--- config.mk ---
export PLATFORM = sky130hd
export DESIGN_NAME = counter_sched
export DESIGN_NICKNAME = d
export VERILOG_FILES = /design/src/rtl/counter_sched.sv
export SDC_FILE = /design/constraint.sdc
export NUM_CORES = 1
export LEC_CHECK = 0
export ABC_AREA = 1
export BUFFER_PORTS_ARGS = -buffer_cell sky130_fd_sc_hd__buf_2
export CAP_MARGIN = 20
export CORE_MARGIN = 5
export CORE_UTILIZATION = 53
export CTS_BUF_LIST = sky130_fd_sc_hd__clkbuf_2 sky130_fd_sc_hd__clkbuf_4 sky130_fd_sc_hd__clkbuf_8
export DETAILED_ROUTE_END_ITERATION = 12
export PLACE_DENSITY = 0.82
export RECOVER_POWER = 25
export SYNTH_ARGS = -nofsm -noshare
export SYNTH_HDL_FRONTEND = slang
export SYNTH_SLANG_ARGS = --single-unit
--- constraint.sdc ---
create_clock -name clk -period 2.3 [get_ports clk]
set_input_delay 0.115 -clock clk [delete_from_list [all_inputs] [get_ports clk]]
set_output_delay 0.115 -clock clk [all_outputs]
set_load 0.05 [all_outputs]
--- src/rtl/counter_sched.sv ---
// counter_sched: two SIZE-bit counter lanes sharing one incrementer through a
// round-robin arbiter. A small FSM (IDLE/LOAD/RUN/RELOAD) loads both lanes from
// init1/init2 and reloads them whenever their truncated sum exceeds THRESH.
//
// Handshake: req1/req2 are level requests with no ready/ack back-pressure. A
// request is served in a cycle exactly when its gnt is high in that cycle, and
// the granted lane increments at the closing clock edge. A request that is not
// granted simply stays pending for as long as it is held high.
module counter_sched #(
   parameter int SIZE   = 8,
   parameter int THRESH = 8
) (
   input  logic            clk,
   input  logic            rst,
   input  logic            start,
   input  logic            stop,
   input  logic            req1,
   input  logic            req2,
   input  logic [SIZE-1:0] init1,
   input  logic [SIZE-1:0] init2,
   output logic [SIZE-1:0] val1,
   output logic [SIZE-1:0] val2,
   output logic [SIZE-1:0] sum,
   output logic            gnt1,
   output logic            gnt2,
   output logic            wrap,
   output logic [1:0]      state
);

   localparam logic [1:0] S_IDLE   = 2'b00;
   localparam logic [1:0] S_LOAD   = 2'b01;
   localparam logic [1:0] S_RUN    = 2'b10;
   localparam logic [1:0] S_RELOAD = 2'b11;

   // Threshold held as a 32-bit unsigned constant so the compare is unsigned.
   localparam logic [31:0] THRESH_U = THRESH;

   logic [1:0]      r_state;
   logic [SIZE-1:0] r_val1;
   logic [SIZE-1:0] r_val2;
   logic            r_ptr;   // 0 = lane 1 has priority, 1 = lane 2
   logic            r_wrap;

   logic [1:0]      w_next;
   logic [SIZE-1:0] w_sum;
   logic            w_over;
   logic            w_gnt_en;
   logic            w_gnt1;
   logic            w_gnt2;
   logic            w_load;

   assign w_sum  = r_val1 + r_val2;
   assign w_over = {{(32-SIZE){1'b0}}, w_sum} > THRESH_U;

   // Grants only in RUN; stop and the threshold both suppress them.
   assign w_gnt_en = (r_state == S_RUN) && !stop && !w_over;
   assign w_gnt1   = w_gnt_en && req1 && (!req2 || !r_ptr);
   assign w_gnt2   = w_gnt_en && req2 && (!req1 ||  r_ptr);

   // LOAD and RELOAD both copy the init values unless stop aborts them.
   assign w_load = ((r_state == S_LOAD) || (r_state == S_RELOAD)) && !stop;

   // Next-state decode; stop takes precedence over the threshold in RUN.
   always_comb begin
      w_next = r_state;
      case (r_state)
         S_IDLE:   if (start) w_next = S_LOAD;
         S_LOAD:   w_next = stop ? S_IDLE : S_RUN;
         S_RUN: begin
            if (stop)        w_next = S_IDLE;
            else if (w_over) w_next = S_RELOAD;
         end
         S_RELOAD: w_next = stop ? S_IDLE : S_RUN;
         default:  w_next = S_IDLE;
      endcase
   end

   // FSM state and the wrap pulse, which is high exactly while in RELOAD.
   always_ff @(posedge clk or posedge rst) begin
      if (rst) begin
         r_state <= S_IDLE;
         r_wrap  <= 1'b0;
      end else begin
         r_state <= w_next;
         r_wrap  <= (w_next == S_RELOAD);
      end
   end

   // Lane counters: load from init, or increment the granted lane.
   always_ff @(posedge clk or posedge rst) begin
      if (rst) begin
         r_val1 <= '0;
         r_val2 <= '0;
      end else if (w_load) begin
         r_val1 <= init1;
         r_val2 <= init2;
      end else begin
         if (w_gnt1) r_val1 <= r_val1 + SIZE'(1);
         if (w_gnt2) r_val2 <= r_val2 + SIZE'(1);
      end
   end

   // Round-robin pointer: after a grant it points at the other lane; RELOAD
   // hands priority back to lane 1.
   always_ff @(posedge clk or posedge rst) begin
      if (rst) begin
         r_ptr <= 1'b0;
      end else if ((r_state == S_RELOAD) && !stop) begin
         r_ptr <= 1'b0;
      end else if (w_gnt1) begin
         r_ptr <= 1'b1;
      end else if (w_gnt2) begin
         r_ptr <= 1'b0;
      end
   end

   assign val1  = r_val1;
   assign val2  = r_val2;
   assign sum   = w_sum;
   assign gnt1  = w_gnt1;
   assign gnt2  = w_gnt2;
   assign wrap  = r_wrap;
   assign state = r_state;

endmodule

## Word level (Yosys, flattened, before mapping)

Index checks and enable logic that the tools add are counted.

- Add/subtract/negate cells: 3
- $lt $le $gt $ge: 1
- Eq/ne operators: 4
- Mux-type cells: 12
- Reduce and logical (&&, ||, !) cells: 21

Operator list:

| kind | count |
|---|---|
| 8-bit 2-to-1 mux | 4 |
| 8-bit by 1-bit adder with 8-bit output (second input constant) | 2 |
| 8-bit adder | 1 |
| 8-bit by 4-bit > comparator with 1-bit output (second input constant) | 1 |
| 1-bit logical AND | 8 |
| 2-bit 2-to-1 mux | 4 |
| 2-bit equality test (second input constant) | 3 |
| 2-bit one-hot mux with 3 select lines | 1 |
| 1-bit zero test | 5 |
| 2-bit nonzero test | 2 |
| 1-bit logical OR | 3 |
| 1-bit 2-to-1 mux | 3 |
| 3-bit nonzero test | 1 |
| 2-bit by 1-bit equality test with 1-bit output (second input constant) | 1 |
| 2-bit zero test | 1 |
| 2-bit OR reduction | 1 |

- Bits in registers: 20
- Bits of input ports: 22
- Output and inout bits: 29
- Logic and storage cells: 46

## Longest topological paths before layout

- Depth in word-level cells: 9
- Depth in mapped cells: 15
- Gate-level depth less buffers: 15

## Worst setup path before layout

Ideal clock, no wire load.

- Path type: reg-to-output
- From: register r_val2[0], in the netlist val2[0]
- To: output port gnt1
- Arrival: 2.771 ns
- Required time: 2.185 ns
- Slack: -0.586 ns
- Cell stages (with the launch flop): 13
- Buffers on the path: 1
- Path through: dfrtp_1 -> ha_1 -> inv_1 -> fa_1 -> inv_1 -> nor2_1 -> nand2_1 -> nand3_1 -> nand2_1 -> nor2_2 -> nand4_2 -> buf_6 -> inv_1

- Longest elaborated chain between the ends: 6

Ends and longest elaborated chain:

| element | RTL line | source |
|---|---|---|
| from (decl) | 40 | `logic [SIZE-1:0] r_val2;` |
| from (signal assigned) | 96 | `r_val2 <= init2;` |
| from (signal assigned) | 99 | `if (w_gnt2) r_val2 <= r_val2 + SIZE'(1);` |
| 8-bit adder | 52 | `assign w_sum = r_val1 + r_val2;` |
| via sum[1] | 23 | `output logic [SIZE-1:0] sum,` |
| 8-bit by 4-bit > comparator with 1-bit output | 53 | `assign w_over = {{(32-SIZE){1'b0}}, w_sum} > THRESH_U;` |
| 1-bit zero test | 56 | `assign w_gnt_en = (r_state == S_RUN) && !stop && !w_over;` |
| 1-bit logical AND | 56 |  |
| 1-bit logical AND (2 in a row) | 57 | `assign w_gnt1 = w_gnt_en && req1 && (!req2 \|\| !r_ptr);` |
| to (decl) | 24 | `output logic gnt1,` |

The timed path passes the listed nets, and every way through them passes these cells.

## Worst setup path after layout

- From: register r_val1[0], in the netlist val1[0]
- To: output port gnt1

- Longest elaborated chain between the ends: 6

Ends and longest elaborated chain:

| element | RTL line | source |
|---|---|---|
| from (decl) | 39 | `logic [SIZE-1:0] r_val1;` |
| from (signal assigned) | 95 | `r_val1 <= init1;` |
| from (signal assigned) | 98 | `if (w_gnt1) r_val1 <= r_val1 + SIZE'(1);` |
| 8-bit adder | 52 |  |
| 8-bit by 4-bit > comparator with 1-bit output | 53 |  |
| 1-bit zero test | 56 |  |
| 1-bit logical AND | 56 |  |
| 1-bit logical AND (2 in a row) | 57 |  |

Every way passes these cells.

==> metrics.md <==
| Metric | Value |
|---|---|
| Area of the multi-input gates | `approximately 0.0012 mm²` |
| Worst Hold Path EP | `state[0]` |
| Die X | `between 60 and 70 µm` |
| Synthesized cell area | `between 0.0015 and 0.002 mm²` |
| Critical path arrival | `2.31 ns` |
| Mapped Cells | `250` |
| First-pass GRT wire length | `between 8 and 9 mm` |
| Syn nets | `between 200 and 300` |
| R2R setup slack | `-0.09 ns` |
| Worst hold path depth | `3` |
| Fillers | `roughly 230` |
| Failing checks | `negative setup slack` |
| Worst-Margin Slew | `0.760 ns` |
| Worst Skew | `about 0.0076 ns` |
| H-tree depth | `1` |
| RSZ-0062 raised after global routing | `true` |
| Post-synth ARST share | `100%` |
| Reg2reg end | `val1[7]` |
| CTS buffer count | `3` |
| Worst setup EP type | `primary output` |
| Status | `complete, but fails checks` |
| WL per Instance | `14.3 µm` |
| Clock Sinks | `20` |
| Clk pin slew, worst setup/hold paths | `about 0.12 ns` |
| Final setup vio count | `18` |
| Post-Syn Area per Cell | `6.71 µm²` |
| Layout cell share with drive strength beyond 1 | `between 30 and 40%` |
| GR Overflow Total | `0` |
| Max Clk Rate | `slightly above 400 MHz` |
| Core ar. | `~0.0031 mm²` |
| Hold Crit Class | `in2reg` |
| CP max FO | `3` |
| Relative slew slack | `49.3%` |
| Vias in the first global route | `roughly 1800` |
| Worst-case reg-to-reg path depth | `15` |
| # IOs | `51` |
| Routed Antenna Nets | `0` |
| Synth-to-Final Area Change | `45.2%` |
| Sequential area share after synthesis | `about 30%` |
| RR Startpoint | `val1[0]` |
| NumNets Final | `about 360` |
| EDFF count, synth | `0` |
| Antenna Cells | `0` |
| Initial core utilization | `between 50% and 60%` |
| Ys flop type | `dfrtp_1` |
| Largest net degree at the start of global routing | `32` |
| Detailed Routing Iterations Pass 1 | `4` |
| Routed wire length | `between 5 and 6 mm` |
| Initial antenna violation count | `0` |
| CP Class | `reg2out` |
| Max_cap viols | `0` |
| TritonCTS clock tree | `built` |
| Die H | `roughly 66 µm` |
| Number of DRC markers in iteration 0 | `around 120` |
| Row cnt | `20` |
| Yosys warns | `0` |
| Clk_lat worst skew | `roughly 0.31 ns` |
| Final period util | `105%` |
| Startpoint types | `flop` |
| Unique masters post-synth | `31` |
| Clk buf depth | `2` |
| Vias per cell | `approximately 5.2` |
| Root buffer cell | `clkbuf_4` |
| Hold Vio Cnt, Final | `0` |
| Setup slack after layout | `-0.125 ns` |
| #FFs+latches synth | `20` |
| Period minus WS final | `2.42 ns` |
| PortBufs | `50` |
| GRT Util Overall | `about a quarter` |
| Worst EP required | `approximately 2.2 ns` |
| DR vias | `between 1500 and 2000` |
| Worst hold slack | `between 0.04 and 0.05 ns` |
| Register Area | `approximately 510 µm²` |
| Slew Viols, Final | `0` |
| HPWL after DPL | `around 3.5 mm` |
| Min-delay src | `start` |
| Gpl congestion | `around 0.84` |
| Die Area | `around 0.0044 mm²` |
| DRC viols | `0` |
metal layers:
metal  global-route usage, %  vias to the layer above  part of all wire (%)
met1                    30.4                      910                    42
li1                        -                      958                     -
met2                    41.9                       74                    51
met5                       0                        -                     0
met4                    5.33                        0                   1.6
met3                    2.21                       10                   5.6
state kept, by name, indices dropped and copies added, names as in the netlist:
register / flops
wrap: 1
state: 2
val1: 8
val2: 8
r_ptr: 1
synthesized netlist by cell type, types with 3 or more instances:
cell | number | area [µm²]
nor2_1 | 14 | 52.6
a21oi_1 | 6 | 30.0
ha_1 | 9 | 113
a31oi_1 | 4 | 25.0
nand3_1 | 35 | 175
o21ai_0 | 10 | 50.1
nand2_2 | 8 | 50.1
xor2_1 | 3 | 26.3
dfrtp_1 | 20 | 500
inv_1 | 32 | 120
nand2_1 | 80 | 300
xnor2_1 | 3 | 26.3
kinds of logic (layout without fill, tap and decap cells):
group | Yosys count | after routing | synth area share [%]
buf+inv | 40 | 119 | 10.4
simple gates | 151 | 151 | 40.9
xor+xnor | 6 | 6 | 3.13
fa+ha+maj | 10 | 10 | 7.90
compound gates | 23 | 23 | 7.76
flops | 20 | 20 | 29.8
repair_timing:
action,in CTS,in global routing
gates resized for setup,19,30
setup endpoints to repair,19,19
endpoints found under the hold margin,21,0
buffers inserted,5,5
pin swaps,6,7
hold buffers,2,0
how the worst max path moves through the flow:
| stage | start | to | slack [ns] | cells past startpoint |
|---|---|---|---|---|
| 4_1_cts | val1[0] | gnt1 | -0.09 | 12 |
| 3_3_place_gp | val1[0] | gnt1 | 0.01 | 12 |
| 2_1_floorplan | val2[0] | gnt1 | -0.29 | 12 |
| 3_5_place_dp | val1[0] | val2[5] | -0.07 | 15 |
| 6_report | val1[0] | gnt1 | -0.12 | 12 |
| 5_1_grt | val1[0] | gnt1 | -0.21 | 12 |
worst max-delay path, stage by stage (launching register included):
cell and delay [ns]:
dfrtp_2 0.41, ha_4 0.14, inv_2 0.03, fa_2 0.52
inv_2 0.04, nor2_2 0.07, nand2_1 0.06, nand3_2 0.06
nand2_2 0.07, nor2_4 0.19, nand4_4 0.15, clkinvlp_4 0.13
buf_8 0.14
metrics by stage:
step           util [%]  setup slack, ns  cells  instance area [µm²]  setup TNS, ns
2_1_floorplan         -           -0.288    250                 1690          -4.23
3_3_place_gp       68.6           0.0146    357                 2090              0
3_5_place_dp       68.6          -0.0682    357                 2090         -0.876
4_1_cts            74.6          -0.0922    368                 2280         -0.179
5_1_grt            79.8           -0.210    373                 2440          -2.58
6_report           79.8           -0.125    373                 2440          -1.02
placed cells by master (no fill, tap or decap), types with 3 or more instances in the layout:
| cell | n |
|---|---|
| nand2_4 | 5 |
| nand2_1 | 67 |
| ha_1 | 6 |
| xor2_1 | 3 |
| nor2_1 | 13 |
| buf_8 | 3 |
| buf_2 | 46 |
| dfrtp_1 | 16 |
| a21oi_1 | 5 |
| buf_6 | 3 |
| inv_1 | 27 |
| nand3_2 | 4 |
| inv_2 | 4 |
| o21ai_0 | 10 |
| buf_4 | 26 |
| dfrtp_2 | 4 |
| a31oi_1 | 4 |
| clkbuf_4 | 3 |
| nand3_1 | 31 |
| xnor2_1 | 3 |
| nand2_2 | 15 |
cell type report:
| cell class | count | area share, % |
|---|---|---|
| tap | 44 | 2.26 |
| multi-input combinational | 190 | 47.6 |
| sequential | 20 | 20.7 |
| clock buffer | 3 | 0.924 |
| clock inverter | 1 | 1.23 |
| inverter | 33 | 5.39 |
| timing repair buffer | 82 | 21.8 |
Power is not shown: default switching activity piles up to over one toggle a cycle in this logic, so the estimate is an artifact.
